[config.mk]
export PLATFORM = sky130hd
export DESIGN_NAME = stream_demux
export DESIGN_NICKNAME = d
export VERILOG_FILES = /design/src/rtl/demux_pkg.sv /design/src/rtl/demux_out_reg.sv /design/src/rtl/stream_demux.sv
export SDC_FILE = /design/constraint.sdc
export NUM_CORES = 1
export LEC_CHECK = 0
export ABC_CLOCK_PERIOD_IN_PS = 1600
export CORE_MARGIN = 3
export CORE_UTILIZATION = 42
export DETAILED_ROUTE_END_ITERATION = 8
export MAX_ROUTING_LAYER = met4
export PLACE_DENSITY_LB_ADDON = 0.05
export SETUP_SLACK_MARGIN = 0.05
export SLEW_MARGIN = 20
export SYNTH_ARGS = -nofsm -noshare
export SYNTH_HDL_FRONTEND = slang
export SYNTH_SLANG_ARGS = --single-unit
[constraint.sdc]
create_clock -name clk -period 1.6 [get_ports clk]
set_input_delay 0.32 -clock clk [delete_from_list [all_inputs] [get_ports clk]]
set_output_delay 0.32 -clock clk [all_outputs]
set_load 0.01 [all_outputs]
[src/rtl/demux_pkg.sv]
// Shared types and helpers for the stream demultiplexer.
package demux_pkg;

   // Steering mode carried alongside each input beat.
   typedef enum logic {
      MODE_UNICAST   = 1'b0,
      MODE_BROADCAST = 1'b1
   } demux_mode_t;

   // True when sel names an existing channel. Only matters when the
   // channel count is not a power of two.
   function automatic logic is_valid_sel(input logic [31:0] sel, input int unsigned outputs);
      return (sel < outputs);
   endfunction

endpackage

[src/rtl/demux_out_reg.sv]
// One-entry valid/ready output register for a single demux channel.
// The parent only asserts load when this entry is empty or draining, so a
// load always wins over a drain and keeps the channel at full throughput.
module demux_out_reg #(
   parameter int DATA_WIDTH = 8
) (
   input  logic                  clk,
   input  logic                  rst_n,
   input  logic                  load,
   input  logic [DATA_WIDTH-1:0] load_data,
   output logic                  out_valid,
   input  logic                  out_ready,
   output logic [DATA_WIDTH-1:0] out_data
);

   logic                  valid_reg;
   logic [DATA_WIDTH-1:0] data_reg;

   // Load replaces the held beat; otherwise a completed handshake empties the entry.
   always_ff @(posedge clk) begin
      if (!rst_n) begin
         valid_reg <= 1'b0;
         data_reg  <= '0;
      end else if (load) begin
         valid_reg <= 1'b1;
         data_reg  <= load_data;
      end else if (out_ready) begin
         valid_reg <= 1'b0;
      end
   end

   assign out_valid = valid_reg;
   assign out_data  = data_reg;

endmodule

[src/rtl/stream_demux.sv]
// Registered 1-to-N stream demultiplexer with unicast and broadcast modes.
// Each channel owns a one-entry register, so a stalled consumer only blocks
// beats that target it. Unicast beats with a nonexistent select are
// swallowed and flagged on sel_err one cycle later.
module stream_demux
   import demux_pkg::*;
#(
   parameter int OUTPUTS    = 8,
   parameter int SEL_BITS   = $clog2(OUTPUTS),
   parameter int DATA_WIDTH = 8
) (
   input  logic                  clk,
   input  logic                  rst_n,
   input  logic                  in_valid,
   output logic                  in_ready,
   input  logic [DATA_WIDTH-1:0] in_data,
   input  logic [SEL_BITS-1:0]   in_sel,
   input  logic                  in_mode,
   output logic [OUTPUTS-1:0]    out_valid,
   input  logic [OUTPUTS-1:0]    out_ready,
   output logic [DATA_WIDTH-1:0] out_data [OUTPUTS],
   output logic                  sel_err
);

   demux_mode_t          mode;
   logic [OUTPUTS-1:0]   free;
   logic [OUTPUTS-1:0]   load;
   logic                 sel_ok;
   logic                 uni_free;
   logic                 accept;
   logic                 sel_err_reg;
   logic                 sel_err_next;

   assign mode   = demux_mode_t'(in_mode);
   assign sel_ok = is_valid_sel(32'(in_sel), OUTPUTS);

   // Per-channel storage and steering; a channel is free when empty or draining.
   generate
      for (genvar gi = 0; gi < OUTPUTS; gi++) begin : gen_ch
         assign free[gi] = !out_valid[gi] || out_ready[gi];
         assign load[gi] = accept &&
                           ((mode == MODE_BROADCAST) ||
                            (sel_ok && (in_sel == SEL_BITS'(gi))));

         demux_out_reg #(
            .DATA_WIDTH (DATA_WIDTH)
         ) u_out_reg (
            .clk       (clk),
            .rst_n     (rst_n),
            .load      (load[gi]),
            .load_data (in_data),
            .out_valid (out_valid[gi]),
            .out_ready (out_ready[gi]),
            .out_data  (out_data[gi])
         );
      end
   endgenerate

   // Free status of the unicast target, found by compare so an out-of-range
   // select never indexes past the channel vector.
   always_comb begin
      uni_free = 1'b0;
      for (int i = 0; i < OUTPUTS; i++) begin
         if (in_sel == SEL_BITS'(i)) begin
            uni_free = free[i];
         end
      end
   end

   // Input handshake: broadcast needs every channel, unicast its target,
   // and an out-of-range unicast is always taken so it can be discarded.
   always_comb begin
      if (mode == MODE_BROADCAST) begin
         in_ready = &free;
      end else if (sel_ok) begin
         in_ready = uni_free;
      end else begin
         in_ready = 1'b1;
      end
      accept       = in_valid && in_ready && rst_n;
      sel_err_next = accept && (mode == MODE_UNICAST) && !sel_ok;
   end

   // Registered drop indicator, one pulse per discarded beat.
   always_ff @(posedge clk) begin
      if (!rst_n) begin
         sel_err_reg <= 1'b0;
      end else begin
         sel_err_reg <= sel_err_next;
      end
   end

   assign sel_err = sel_err_reg;

endmodule
==> impl_metrics.ini, run 1 <==
[hold_path]
hold_end = gen_ch[3].u_out_reg.out_data[2]
hold_class = in -> reg
hp-start = rst_n
min_path_cells = 3

[final_layout]
final_area_sq_mm = 0.004877
drive_gt1_frac = 0.2373
nets = 452
fillers = 586
postLayoutCoreUtil = 0.7062
syn_to_final_growth_pct = 60.28
diodes = 0

[timing]
slew_viol_final = 0
timing.final.crit_share = 1.198
tns_ns = -13.42
rsz0062_at_grt = true
finalWorstSetupSlack_ns = -0.3171
finalSetupViolCount = 73
fin_skew_ns = 0.01206
finalCriticalPeriod_ns = 1.917
holdWs_ns = 0.3771
hold_violations = 0
fmax_mhz = 521.6

[clocking]
cts_hold_buffers = 0
cts.reportedPaths.clkPinSlew_ns = 0.08
clk-insertion-delay-late_ns = 0.33
clockBufferDepth = 2
cts_tree = built
htree_levels = 3
cts_buffers = 9
cts-root-buf = clkbuf_8
cts_sinks = 72

[synth]
ys_seq_area_frac = 0.4737
synth_enable_flop_cells = 0
async_flop_share = 0
synthTopCellsByCount = nand2_1, dfxtp_1, mux2i_1
netlist_area_sq_mm = 0.003043
synth_largest_area_cell = dfxtp_1
ys_seq_elements = 72
syn_avg_cell_area_sq_um = 10.08
synth_area_leaders = dfxtp_1, mux2i_1, nand2_1, buf_6, buf_4
synth_cells = 302
syn_nets = 325
synthMostInstantiatedCell = nand2_1
yosys_warnings = 0
yosys.area.top_type_share = 0.4737
ys.flop_type = dfxtp_1
synth_cell_types = 31

[grt]
grt_max_degree = 28
antenna_found_initial = 0
grt_overflow_total = 0
grt_pass1_vias = 2580
grt_usage = 0.2003
grt_pass1_wl_um = 12930

[detailed_routing]
totalWireLength_um = 8121
drc_errors = 0
ant_nets = 0
num_vias = 2584
drt-pass1-iter-count = 5
drt-initial-drc-count = 93
detail_route.wl_per_cell_um = 15.32
post_drt_via_cell_ratio = 4.875

[floorplan]
die_width_um = 91.12
core_area_sq_mm = 0.006907
rows = 30
fp.dieH_um = 91.12
initial_core_util = 0.4406
die_area_sq_mm = 0.008302
io_pins = 97

[pwr]
clock_power_share = 0.361
powerDensity_mw_per_mm2 = 1021
p_int_mw = 3.652
switchingPower_mw = 1.325
leakagePower_nw = 2.514
power_frac_comb = 0.236
p_seq_frac = 0.403
netSwitchingFraction = 0.2663
ir_drop_v = 0.0007446

[placement]
dp_hpwl_um = 5464
place_ws_ns = -0.9828
placed_area_sq_mm = 0.004275
port_buffers = 95
gp_congestion = 0.8486

[job]
cap_violations = 0

[critical_path]
r2r_end = gen_ch[0].u_out_reg.out_data[5]
startpoint_type = input pin
critPathKind = in -> out
crit_fanout = 2
r2r_slack_ns = -0.27
setup.worst_path.end_class = output port
r2r_cells = 9
r2r_start = gen_ch[1].u_out_reg.out_valid
cp_data_arrival_time_ns = 1.60
crit_required_ns = 1.28
cp-startpoint = out_ready[6]

[status]
violations = negative setup slack
outcome = finished, violations left
## power by group through the flow
stage | Combinational, mW | Sequential, mW | Clock, mW
2_1_floorplan | 0.508 | 2.10 | 0
3_3_place_gp | 1.09 | 2.05 | 0
3_5_place_dp | 1.10 | 2.05 | 0
4_1_cts | 1.18 | 2.01 | 1.82
5_1_grt | 1.25 | 2.03 | 1.92
6_report | 1.17 | 2.01 | 1.80
## through the flow
stage | cells | power, mW
3_5_place_dp | 506 | 3.147
4_1_cts | 527 | 5.016
5_1_grt | 530 | 5.201
6_report | 530 | 4.978
2_1_floorplan | 302 | 2.609
3_3_place_gp | 506 | 3.137
## how the worst max path moves through the flow
stage	endpoint	slack, ns	cells after the start
floorplan	gen_ch[0].u_out_reg.out_data[0]	-0.09	6
global placement	in_ready	-0.92	7
detailed placement	in_ready	-0.98	7
CTS	in_ready	-0.38	6
global route	in_ready	-0.38	6
finish	in_ready	-0.32	7
## cells by family after synthesis
group	synth area share
buffers and inverters	0.07278
and+or+nand+nor	0.1554
AOI/OAI and AO/OA	0.08635
muxes	0.2105
other	0.001232
DFF	0.4737
## registers in the layout, indices dropped and copies added, names as in the netlist
register and cells:
gen_ch.u_out_reg.out_valid 8, gen_ch.u_out_reg.out_data 64
## routing by layer
metal | share of wire | vias to the layer above | track usage | wire length, um
li1 | - | 1264 | - | -
met1 | 0.45 | 1250 | 0.2479 | 3628
met2 | 0.50 | 68 | 0.3237 | 4064
met3 | 0.048 | 2 | 0.04722 | 390
met4 | 0.0047 | 0 | 0.06281 | 38
met5 | 0 | - | - | 0
## layout by cell type (no fill, tap or decap), drive strengths merged, types with 9 or more instances in the layout
| cell | instances |
|---|---|
| clkbuf | 12 |
| nand2 | 74 |
| clkdlybuf4s50 | 11 |
| dlygate4sd2 | 51 |
| dlymetal6s2s | 29 |
| a21oi | 9 |
| mux2i | 64 |
| buf | 52 |
| dfxtp | 72 |
## critical path, stage by stage
cell,delay [ns]
clkdlybuf4s50_1,0.42
and3b_1,0.23
o22ai_2,0.08
and2_1,0.19
nor3_4,0.18
a21oi_2,0.04
buf_2,0.14
## area by class of cell
type / instances / area (sq um) / share of cell area
Clock inverter: 6 / 115.1 / 0.02360
Sequential cell: 72 / 1448 / 0.2968
Tap cell: 96 / 120.1 / 0.02463
Multi-Input combinational cell: 199 / 1574 / 0.3227
Inverter: 2 / 7.507 / 0.001539
Timing Repair Buffer: 145 / 1475 / 0.3025
Clock buffer: 10 / 137.6 / 0.02822
## what timing repair did
item                                    4_1_cts  5_1_grt
endpoints found under the setup margin      118      100
resized for setup                           104       46
buffers inserted                              4        4
gates cloned                                  2        0
pin swaps                                    10        5
Note: power is estimated with default switching activity, not from simulation.
==> inputs of run 2 (changes only) <==
--- a/config.mk
+++ b/config.mk
@@ -5,7 +5,6 @@
 export SDC_FILE = /design/constraint.sdc
 export NUM_CORES = 1
 export LEC_CHECK = 0
-export ABC_CLOCK_PERIOD_IN_PS = 1600
 export CORE_MARGIN = 3
 export CORE_UTILIZATION = 42
 export DETAILED_ROUTE_END_ITERATION = 8
==> results of run 2 <==
Final layout, timing and power as in run 1 (identical DEF).
